## src/rtl/cpu_pkg.sv

```systemverilog
// Shared definitions for the simple CPU: instruction type field codes,
// default widths and per-type hold counts used by fetch, control and bench.
package cpu_pkg;

  localparam int INSTR_WIDTH = 20;
  localparam int ADDR_BITS   = 5;

  localparam int CYC_STD   = 3;
  localparam int CYC_LOAD  = 4;
  localparam int CYC_STORE = 3;

  typedef logic [1:0] instr_type_t;

  localparam instr_type_t TYPE_HALT  = 2'b00;
  localparam instr_type_t TYPE_STD   = 2'b01;
  localparam instr_type_t TYPE_LOAD  = 2'b10;
  localparam instr_type_t TYPE_STORE = 2'b11;

  // Counter must hold the longest hold count plus the extra first-word cycle.
  function automatic int hold_cnt_bits(input int cyc_std, input int cyc_load,
                                       input int cyc_store);
    int longest;
    longest = cyc_std;
    if (cyc_load > longest) longest = cyc_load;
    if (cyc_store > longest) longest = cyc_store;
    return $clog2(longest + 2);
  endfunction

  localparam int CNT_BITS = hold_cnt_bits(CYC_STD, CYC_LOAD, CYC_STORE);

endpackage

```

## src/rtl/fetch_unit_if.sv

```systemverilog
// Fetch-stage bus: instruction memory port on one side, control-unit facing
// instruction outputs on the other. master = fetch unit, slave = its environment.
interface fetch_unit_if #(
  parameter int INSTR_WIDTH = cpu_pkg::INSTR_WIDTH,
  parameter int ADDR_BITS   = cpu_pkg::ADDR_BITS
);

  logic                   en;
  logic [ADDR_BITS-1:0]   imem_addr;
  logic [INSTR_WIDTH-1:0] imem_rdata;
  logic [INSTR_WIDTH-1:0] instr;
  logic [ADDR_BITS-1:0]   pc;
  logic                   issue;
  logic                   halted;

  modport master (
    input  en, imem_rdata,
    output imem_addr, instr, pc, issue, halted
  );

  modport slave (
    output en, imem_rdata,
    input  imem_addr, instr, pc, issue, halted
  );

endinterface

```

## src/rtl/fetch_unit_instr_len.sv

```systemverilog
// Maps an instruction type field to the number of cycles the control unit
// needs to sequence it; halt words map to zero.
module instr_len
  import cpu_pkg::*;
#(
  parameter int CYC_STD   = cpu_pkg::CYC_STD,
  parameter int CYC_LOAD  = cpu_pkg::CYC_LOAD,
  parameter int CYC_STORE = cpu_pkg::CYC_STORE,
  parameter int CNT_BITS  = cpu_pkg::CNT_BITS
) (
  input  logic [1:0]          typ,
  output logic [CNT_BITS-1:0] len
);

  always_comb begin
    len = '0;
    case (typ)
      TYPE_STD:   len = CNT_BITS'(CYC_STD);
      TYPE_LOAD:  len = CNT_BITS'(CYC_LOAD);
      TYPE_STORE: len = CNT_BITS'(CYC_STORE);
      default:    len = '0;
    endcase
  end

endmodule

```

## src/rtl/fetch_unit.sv

```systemverilog
// Instruction fetch stage: prefetches from a 1-cycle synchronous ROM and holds
// each word on instr for as long as the control unit needs, stopping on halt.
module fetch_unit
  import cpu_pkg::*;
#(
  parameter int INSTR_WIDTH = cpu_pkg::INSTR_WIDTH,
  parameter int ADDR_BITS   = cpu_pkg::ADDR_BITS,
  parameter int CYC_STD     = cpu_pkg::CYC_STD,
  parameter int CYC_LOAD    = cpu_pkg::CYC_LOAD,
  parameter int CYC_STORE   = cpu_pkg::CYC_STORE
) (
  input logic          clk,
  input logic          rst,
  fetch_unit_if.master bus
);

  localparam int CNT_W = hold_cnt_bits(CYC_STD, CYC_LOAD, CYC_STORE);

  localparam logic [1:0] S_IDLE  = 2'd0;
  localparam logic [1:0] S_PRIME = 2'd1;
  localparam logic [1:0] S_RUN   = 2'd2;
  localparam logic [1:0] S_HALT  = 2'd3;

  logic [1:0]             state;
  logic [CNT_W-1:0]       cnt;
  logic [CNT_W-1:0]       new_len;
  logic [1:0]             new_type;
  logic                   new_is_halt;
  logic [INSTR_WIDTH-1:0] instr_q;
  logic [ADDR_BITS-1:0]   pc_q;
  logic [ADDR_BITS-1:0]   addr_q;
  logic                   issue_q;
  logic                   halted_q;

  assign new_type    = bus.imem_rdata[INSTR_WIDTH-1 -: 2];
  assign new_is_halt = (new_type == TYPE_HALT);

  instr_len #(
    .CYC_STD   (CYC_STD),
    .CYC_LOAD  (CYC_LOAD),
    .CYC_STORE (CYC_STORE),
    .CNT_BITS  (CNT_W)
  ) u_len (
    .typ (new_type),
    .len (new_len)
  );

  // imem_addr always runs one word ahead of pc, so rdata already holds the
  // next word when the hold counter reaches 1 and there is no bubble.
  always_ff @(posedge clk or posedge rst) begin
    if (rst) begin
      state    <= S_IDLE;
      cnt      <= '0;
      instr_q  <= '0;
      pc_q     <= '0;
      addr_q   <= '0;
      issue_q  <= 1'b0;
      halted_q <= 1'b0;
    end else begin
      issue_q <= 1'b0;
      case (state)
        S_IDLE: begin
          addr_q <= '0;
          if (bus.en) state <= S_PRIME;
        end

        S_PRIME: begin
          issue_q <= 1'b1;
          pc_q    <= '0;
          if (new_is_halt) begin
            instr_q  <= '0;
            halted_q <= 1'b1;
            state    <= S_HALT;
          end else begin
            // One extra cycle lets the control unit leave reset for DECODE.
            instr_q <= bus.imem_rdata;
            addr_q  <= ADDR_BITS'(1);
            cnt     <= new_len + 1'b1;
            state   <= S_RUN;
          end
        end

        S_RUN: begin
          if (cnt == CNT_W'(1)) begin
            issue_q <= 1'b1;
            pc_q    <= pc_q + 1'b1;
            if (new_is_halt) begin
              instr_q  <= '0;
              halted_q <= 1'b1;
              state    <= S_HALT;
            end else begin
              instr_q <= bus.imem_rdata;
              addr_q  <= addr_q + 1'b1;
              cnt     <= new_len;
            end
          end else begin
            cnt <= cnt - 1'b1;
          end
        end

        S_HALT: begin
          state <= S_HALT;
        end

        default: state <= S_IDLE;
      endcase
    end
  end

  assign bus.instr     = instr_q;
  assign bus.pc        = pc_q;
  assign bus.imem_addr = addr_q;
  assign bus.issue     = issue_q;
  assign bus.halted    = halted_q;

endmodule

```

## src/flat_wrapper.sv

```systemverilog
// flat-port wrapper written by rule: the top's interface ports become plain ports
module fetch_unit_flat import cpu_pkg::*;
#(
  parameter int INSTR_WIDTH = cpu_pkg::INSTR_WIDTH,
  parameter int ADDR_BITS   = cpu_pkg::ADDR_BITS,
  parameter int CYC_STD     = cpu_pkg::CYC_STD,
  parameter int CYC_LOAD    = cpu_pkg::CYC_LOAD,
  parameter int CYC_STORE   = cpu_pkg::CYC_STORE
)
  (clk, rst, bus_en, bus_imem_rdata, bus_imem_addr, bus_instr, bus_pc, bus_issue, bus_halted);
  fetch_unit_if #(.INSTR_WIDTH(INSTR_WIDTH), .ADDR_BITS(ADDR_BITS)) bus_i ();
  input logic clk;
  input logic rst;
  input wire logic [$bits(bus_i.en)-1:0] bus_en;
  input wire logic [$bits(bus_i.imem_rdata)-1:0] bus_imem_rdata;
  output wire logic [$bits(bus_i.imem_addr)-1:0] bus_imem_addr;
  output wire logic [$bits(bus_i.instr)-1:0] bus_instr;
  output wire logic [$bits(bus_i.pc)-1:0] bus_pc;
  output wire logic [$bits(bus_i.issue)-1:0] bus_issue;
  output wire logic [$bits(bus_i.halted)-1:0] bus_halted;
  assign bus_i.en = bus_en;
  assign bus_i.imem_rdata = bus_imem_rdata;
  assign bus_imem_addr = bus_i.imem_addr;
  assign bus_instr = bus_i.instr;
  assign bus_pc = bus_i.pc;
  assign bus_issue = bus_i.issue;
  assign bus_halted = bus_i.halted;
  fetch_unit #(.INSTR_WIDTH(INSTR_WIDTH), .ADDR_BITS(ADDR_BITS), .CYC_STD(CYC_STD), .CYC_LOAD(CYC_LOAD), .CYC_STORE(CYC_STORE)) u_core (.clk(clk), .rst(rst), .bus(bus_i));
endmodule
```

## config.mk

```make
export PLATFORM = sky130hd
export DESIGN_NAME = fetch_unit_flat
export DESIGN_NICKNAME = d
export VERILOG_FILES = /design/src/rtl/cpu_pkg.sv /design/src/rtl/fetch_unit_if.sv /design/src/rtl/fetch_unit_instr_len.sv /design/src/rtl/fetch_unit.sv /design/src/flat_wrapper.sv
export SDC_FILE = /design/constraint.sdc
export NUM_CORES = 1
export LEC_CHECK = 0
export ABC_CLOCK_PERIOD_IN_PS = 2200
export CORE_MARGIN = 10
export CORE_UTILIZATION = 55
export CTS_BUF_LIST = sky130_fd_sc_hd__clkbuf_4 sky130_fd_sc_hd__clkbuf_8
export DETAILED_ROUTE_END_ITERATION = 12
export DONT_BUFFER_PORTS = 1
export GPL_ROUTABILITY_DRIVEN = 0
export HOLD_SLACK_MARGIN = 0.1
export PLACE_DENSITY = 0.78
export SLEW_MARGIN = 40
export SYNTH_ARGS = -nofsm -noshare
export SYNTH_HDL_FRONTEND = slang
export SYNTH_SLANG_ARGS = --single-unit
```

## constraint.sdc

```tcl
create_clock -name clk -period 2.2 [get_ports clk]
set_input_delay 0.55 -clock clk [delete_from_list [all_inputs] [get_ports clk]]
set_output_delay 0.55 -clock clk [all_outputs]
set_load 0.005 [all_outputs]
```

**After elaboration in Yosys (flattened, before gate mapping)**

Index checks and enable logic that the tools add are counted.

- Register bits after elaboration: 37
- Input port bits: 23
- Output and inout bits: 32

- Add/subtract/negate cells: 4
- Eq/ne operators: 13
- Mux-type cells: 24
- Reductions and logical operators: 9

Operator list:

| cell | count |
|---|---|
| 20-bit 2-to-1 mux | 2 |
| 20-bit one-hot mux with 2 select lines | 1 |
| 5-bit 2-to-1 mux | 4 |
| 5-bit one-hot mux with 3 select lines | 1 |
| 3-bit one-hot mux with 2 select lines | 2 |
| 5-bit by 1-bit adder with 5-bit output (second input constant) | 2 |
| 5-bit one-hot mux with 2 select lines | 1 |
| 3-bit 2-to-1 mux | 3 |
| 2-bit equality test (second input constant) | 4 |
| 2-bit one-hot mux with 4 select lines | 1 |
| 2-bit 2-to-1 mux | 3 |
| 2-bit != test (second input constant) | 3 |
| 3-bit AND reduction | 2 |
| 2-bit by 1-bit equality test with 1-bit output (second input constant) | 2 |
| 2-bit logical NOT | 2 |
| 1-bit 2-to-1 mux | 4 |
| 2-bit by 1-bit != test with 1-bit output (second input constant) | 2 |
| 1-bit one-hot mux with 2 select lines | 2 |
| 4-bit AND reduction | 1 |
| 3-bit by 1-bit adder with 3-bit output (second input constant) | 1 |
| 3-bit by 1-bit equality test with 1-bit output (second input constant) | 1 |
| 3-bit != test (second input constant) | 1 |
| 3-bit nonzero test | 1 |
| 3-bit by 1-bit subtractor with 3-bit output (second input constant) | 1 |
| other kinds (3) | 3 |

**Logic depth before layout (Yosys ltp)**

- Depth after elaboration: 6
- Mapped depth: 7
- Mapped depth without buffers: 5

**Hierarchy**

Synthesis repeated with hierarchy kept, for this count alone.

- Cells, all modules: 205
- Area total of the unflattened synthesis: 1964.4 µm²

Modules (own cells, without submodules):

| module | instances | cells each | area each (µm²) |
|---|---|---|---|
| fetch_unit | 1 | 202 | 1946.9 |
| instr_len | 1 | 3 | 17.5 |

**Worst setup path after synthesis**

OpenSTA, ideal clock, no wires.

- Path kind: reg-to-reg
- From: reg u_core.state[1]
- To: reg u_core.addr_q[1] (netlist: u_core.bus.imem_addr[1])
- Arrival: 1613 ps
- Setup slack: 462 ps
- Stages on the path, launching flop included: 7
- Path buffers: 1
- Period minus slack after synthesis: 1738 ps
- Cell sequence: dfrtp_1 -> inv_1 -> ha_1 -> buf_6 -> or2_0 -> a221o_1 -> mux2_4

- Longest elaborated chain between the ends: 3
- Elaborated cells on any way between the ends: 9
- Those cells by class: eq/ne: 5; mux: 1; reduce/logical: 3

Ends and longest elaborated chain:

| element | RTL line | source |
|---|---|---|
| start: declaration | fetch_unit.sv:24 | `logic [1:0] state;` |
| start signal: assignment | fetch_unit.sv:52 | `state <= S_IDLE;` |
| start signal: assignment | fetch_unit.sv:64 | `if (bus.en) state <= S_PRIME;` |
| start signal: assignment | fetch_unit.sv:73 | `state <= S_HALT;` |
| 2-bit equality test (tied with other cells) | fetch_unit.sv:61 | `case (state)` |
| 2-bit != test (no line) (tied with other cells) | -- |  |
| 4-bit AND reduction (no line) | -- |  |
| end signal: assignment | fetch_unit.sv:93 | `addr_q <= addr_q + 1'b1;` |
| end: declaration | fetch_unit.sv:31 | `logic [ADDR_BITS-1:0] addr_q;` |

Several ways; a longest one is shown, not always the timed one.
A chain may end at the register's enable or synchronous reset.

**Worst setup path after layout**

- From: reg u_core.state[0]
- To: reg u_core.instr_q[19] (netlist: u_core.bus.instr[19])

- Longest elaborated chain between the ends: 3
- Elaborated cells on any way between the ends: 6
- Those cells by class: eq/ne: 3; mux: 1; reduce/logical: 2

Ends and longest elaborated chain:

| element | RTL line | source |
|---|---|---|
| 2-bit equality test or 2-bit by 1-bit equality test with 1-bit output (tied branches) | fetch_unit.sv:61 |  |
| 2-bit by 1-bit != test with 1-bit output (no line) or 2-bit nonzero test (tied branches) | -- |  |
| 2-bit AND reduction (no line) | -- |  |
| end signal: assignment | fetch_unit.sv:76 | `instr_q <= bus.imem_rdata;` |
| end signal: assignment | fetch_unit.sv:92 | `instr_q <= bus.imem_rdata;` |
| end: declaration | fetch_unit.sv:29 | `logic [INSTR_WIDTH-1:0] instr_q;` |

Several ways; a longest one is shown, not always the timed one.

==> results.py <==
metrics = {
    "timing": {
        "period_needed_ps": 1980,
        "drv_slew": 0,
        "hold_viol": 0,
        "finalCritPeriodShare": 0.900,
        "worstMarginPinSlew_ps": 672,
        "fmax_mhz": 505,
        "rsz0062_at_grt": "no",
        "finClkSkew_ps": 12.0,
        "maxSlewHeadroom": 0.552,
        "setup_viol": 0,
        "tns_ps": 0,
    },
    "pwr": {
        "vdd_ir_drop_max_mv": 0.626,
        "p_leak_nw": 0.933,
        "p_per_area_nw_per_um2": 1360,
        "p_seq_frac": 0.447,
        "swShare": 0.410,
        "p_int_mw": 1.59,
        "total_power_mw": 2.69,
        "pwr-share-clk": 0.136,
        "p_comb_frac": 0.417,
        "p_sw_mw": 1.10,
    },
    "floorplanning": {
        "initial_utilization": 0.563,
        "pin_count": 55,
        "die_y_um": 78.2,
        "coreArea_um2": 3310,
        "fp.dieArea_um2": 6120,
        "die_x_um": 78.2,
        "rows": 21,
    },
    "global_route": {
        "global_route.overflow_total": 0,
        "gr-usage-all-layers": 0.140,
        "grt_pass1_wl_mm": 7.15,
        "first_global_vias": 1424,
        "grt_max_degree": 23,
        "grt_antenna_before_repair": 0,
    },
    "cts": {
        "cts_made_buffers": 5,
        "cts.sinks": 37,
        "cts_max_level": 2,
        "cts_tree": "built",
        "clk_transition_reported_paths_ps": 110,
        "postCtsSetupBuffers": 0,
        "cts_buffer_depth": 2,
        "post_cts_resized": 0,
        "cts_root_buf": "clkbuf_4",
        "clk-insertion-delay-late_ps": 340,
        "cts_hold_buf": 0,
    },
    "logic_synthesis": {
        "yosysTopAreaCell": "dfrtp_1",
        "netlist_instances": 187,
        "ys_top_cells_by_area": "dfrtp_1 50%, o21ai_0 6.7%, nand3_1 5.6%",
        "synth.avg_cell_area_um2": 9.96,
        "yosys.cell_types.count": 42,
        "syn_area_um2": 1860,
        "synth_warnings": 0,
        "ys.flop_type": "dfrtp_1",
        "async_flop_share": 1.00,
        "synth_common_cells": "37 x dfrtp_1, 25 x o21ai_0, 24 x nand2_1",
        "yosysSeqAreaShare": 0.497,
        "synth.most_common_cell": "dfrtp_1",
        "synth_nets": 218,
        "synth-edff-count": 0,
        "yosys_register_bits": 37,
        "yosys.area.top_type_share": 0.497,
    },
    "worst_setup_path": {
        "critPathKind": "flip-flop to flip-flop",
        "setup.worst_path.start_class": "flip-flop",
        "critPathMaxFanout": 22,
        "end_kind": "flip-flop",
        "rr_startpoint": "u_core.state[0]",
        "crit_required_ps": 2430,
        "crit_start": "u_core.state[0]",
        "regToRegSetupSlack_ps": 220,
        "crit_arrival_ps": 2210,
    },
    "detailed_routing": {
        "finalWirelength_mm": 4.22,
        "ant_nets": 0,
        "drt_iter0_markers": 122,
        "drc": 0,
        "routedWlPerCell_um": 17.9,
        "viasPerCell": 6.02,
        "drtPass1Iterations": 4,
        "vias": 1414,
    },
    "layout": {
        "synthToLayoutAreaGrowth_pct": 5.98,
        "drive_gt1_frac": 0.0899,
        "diodes": 0,
        "fin_nets": 220,
    },
    "job": {
        "drv_cap": 0,
    },
    "status": {
        "outcome": "complete, no violations",
    },
    "place": {
        "dpl.hpwl_mm": 3.30,
        "port_buffers": 0,
    },
    "worst_hold_path": {
        "hp-class": "input port to async pin",
    },
}
## layout make-up
cell class                      instances  area, um2
Inverter                                9       33.8
Timing Repair Buffer                    6       57.6
Sequential cell                        37        926
Fill cell                             287       1340
Tap cell                               46       57.6
Clock buffer                            6       51.3
Clock inverter                          1       7.51
Multi-Input combinational cell        130        841
## sequential cells by signal, indices dropped and copies added (netlist names)
register / flops
u_core.cnt: 3
u_core.bus.issue: 1
u_core.bus.instr: 20
u_core.state: 2
u_core.bus.pc: 5
u_core.bus.imem_addr: 5
u_core.bus.halted: 1
## stage by stage
stage	utilization	hold WS [ps]	setup WS [ps]	instances	cell area, um2
finish	0.596	179	220	235	1970
global route	0.596	229	81.1	235	1970
CTS	0.596	200	227	235	1970
detailed placement	0.579	503	245	228	1920
global placement	0.579	505	352	228	1920
floorplan	-	468	462	187	1860
## metal layers
layer | vias up | global-route usage | wire (um)
met4 | 0 | 0.0448 | 46
met2 | 52 | 0.225 | 2080
met3 | 5 | 0.0774 | 490
met5 | - | 0 | 0
met1 | 690 | 0.156 | 1600
li1 | 667 | - | -
## critical path, stage by stage (launching register included)
cell and delay (ps):
dfrtp_1 390, inv_1 80, ha_1 350, and3b_1 290, a21oi_1 150, buf_4 250, mux2_2 350
## power groups by stage
stage / registers [mW] / clock network [mW] / logic [mW]
floorplan: 1.13 / 0 / 0.942
global placement: 1.21 / 0 / 1.04
detailed placement: 1.23 / 0 / 1.13
CTS: 1.21 / 0.374 / 1.13
global route: 1.24 / 0.406 / 1.28
finish: 1.20 / 0.366 / 1.12
## path summary, 6_finish.rpt
kind	endpoint	depth (start not counted)
max reg2reg	u_core.bus.instr[19]	6
max	u_core.bus.instr[19]	6
max in group asynchronous	u_core.cnt[0]	2
min reg2reg	u_core.bus.halted	1
min in group clk	u_core.bus.instr[4]	2
min	u_core.bus.instr[11]	1
## cell families after synthesis
kind of cell | Yosys count | share of synthesized area
compound gates | 45 | 0.150
flops | 37 | 0.497
fa+ha+maj | 8 | 0.0537
buf+inv | 20 | 0.0517
mux | 7 | 0.0416
xor+xnor | 2 | 0.00940
simple gates | 68 | 0.196
## cells in the final DEF (no fill, tap or decap), drive strengths merged, types with 2 or more instances in the layout
cell | Yosys | routed
o21a | 2 | 2
nor2b | 2 | 2
o22a | 3 | 3
a21oi | 4 | 4
a221o | 2 | 2
inv | 9 | 9
dfrtp | 37 | 37
or2 | 2 | 2
ha | 8 | 8
mux2i | 4 | 4
a22o | 2 | 2
o21ai | 25 | 25
nand2b | 2 | 2
nor4bb | 2 | 2
nor4b | 3 | 3
and3 | 3 | 3
buf | 7 | 6
mux2 | 3 | 3
clkbuf | 4 | 6
nand2 | 24 | 24
nand3 | 21 | 21
Note: power is estimated with default switching activity, not from simulation.
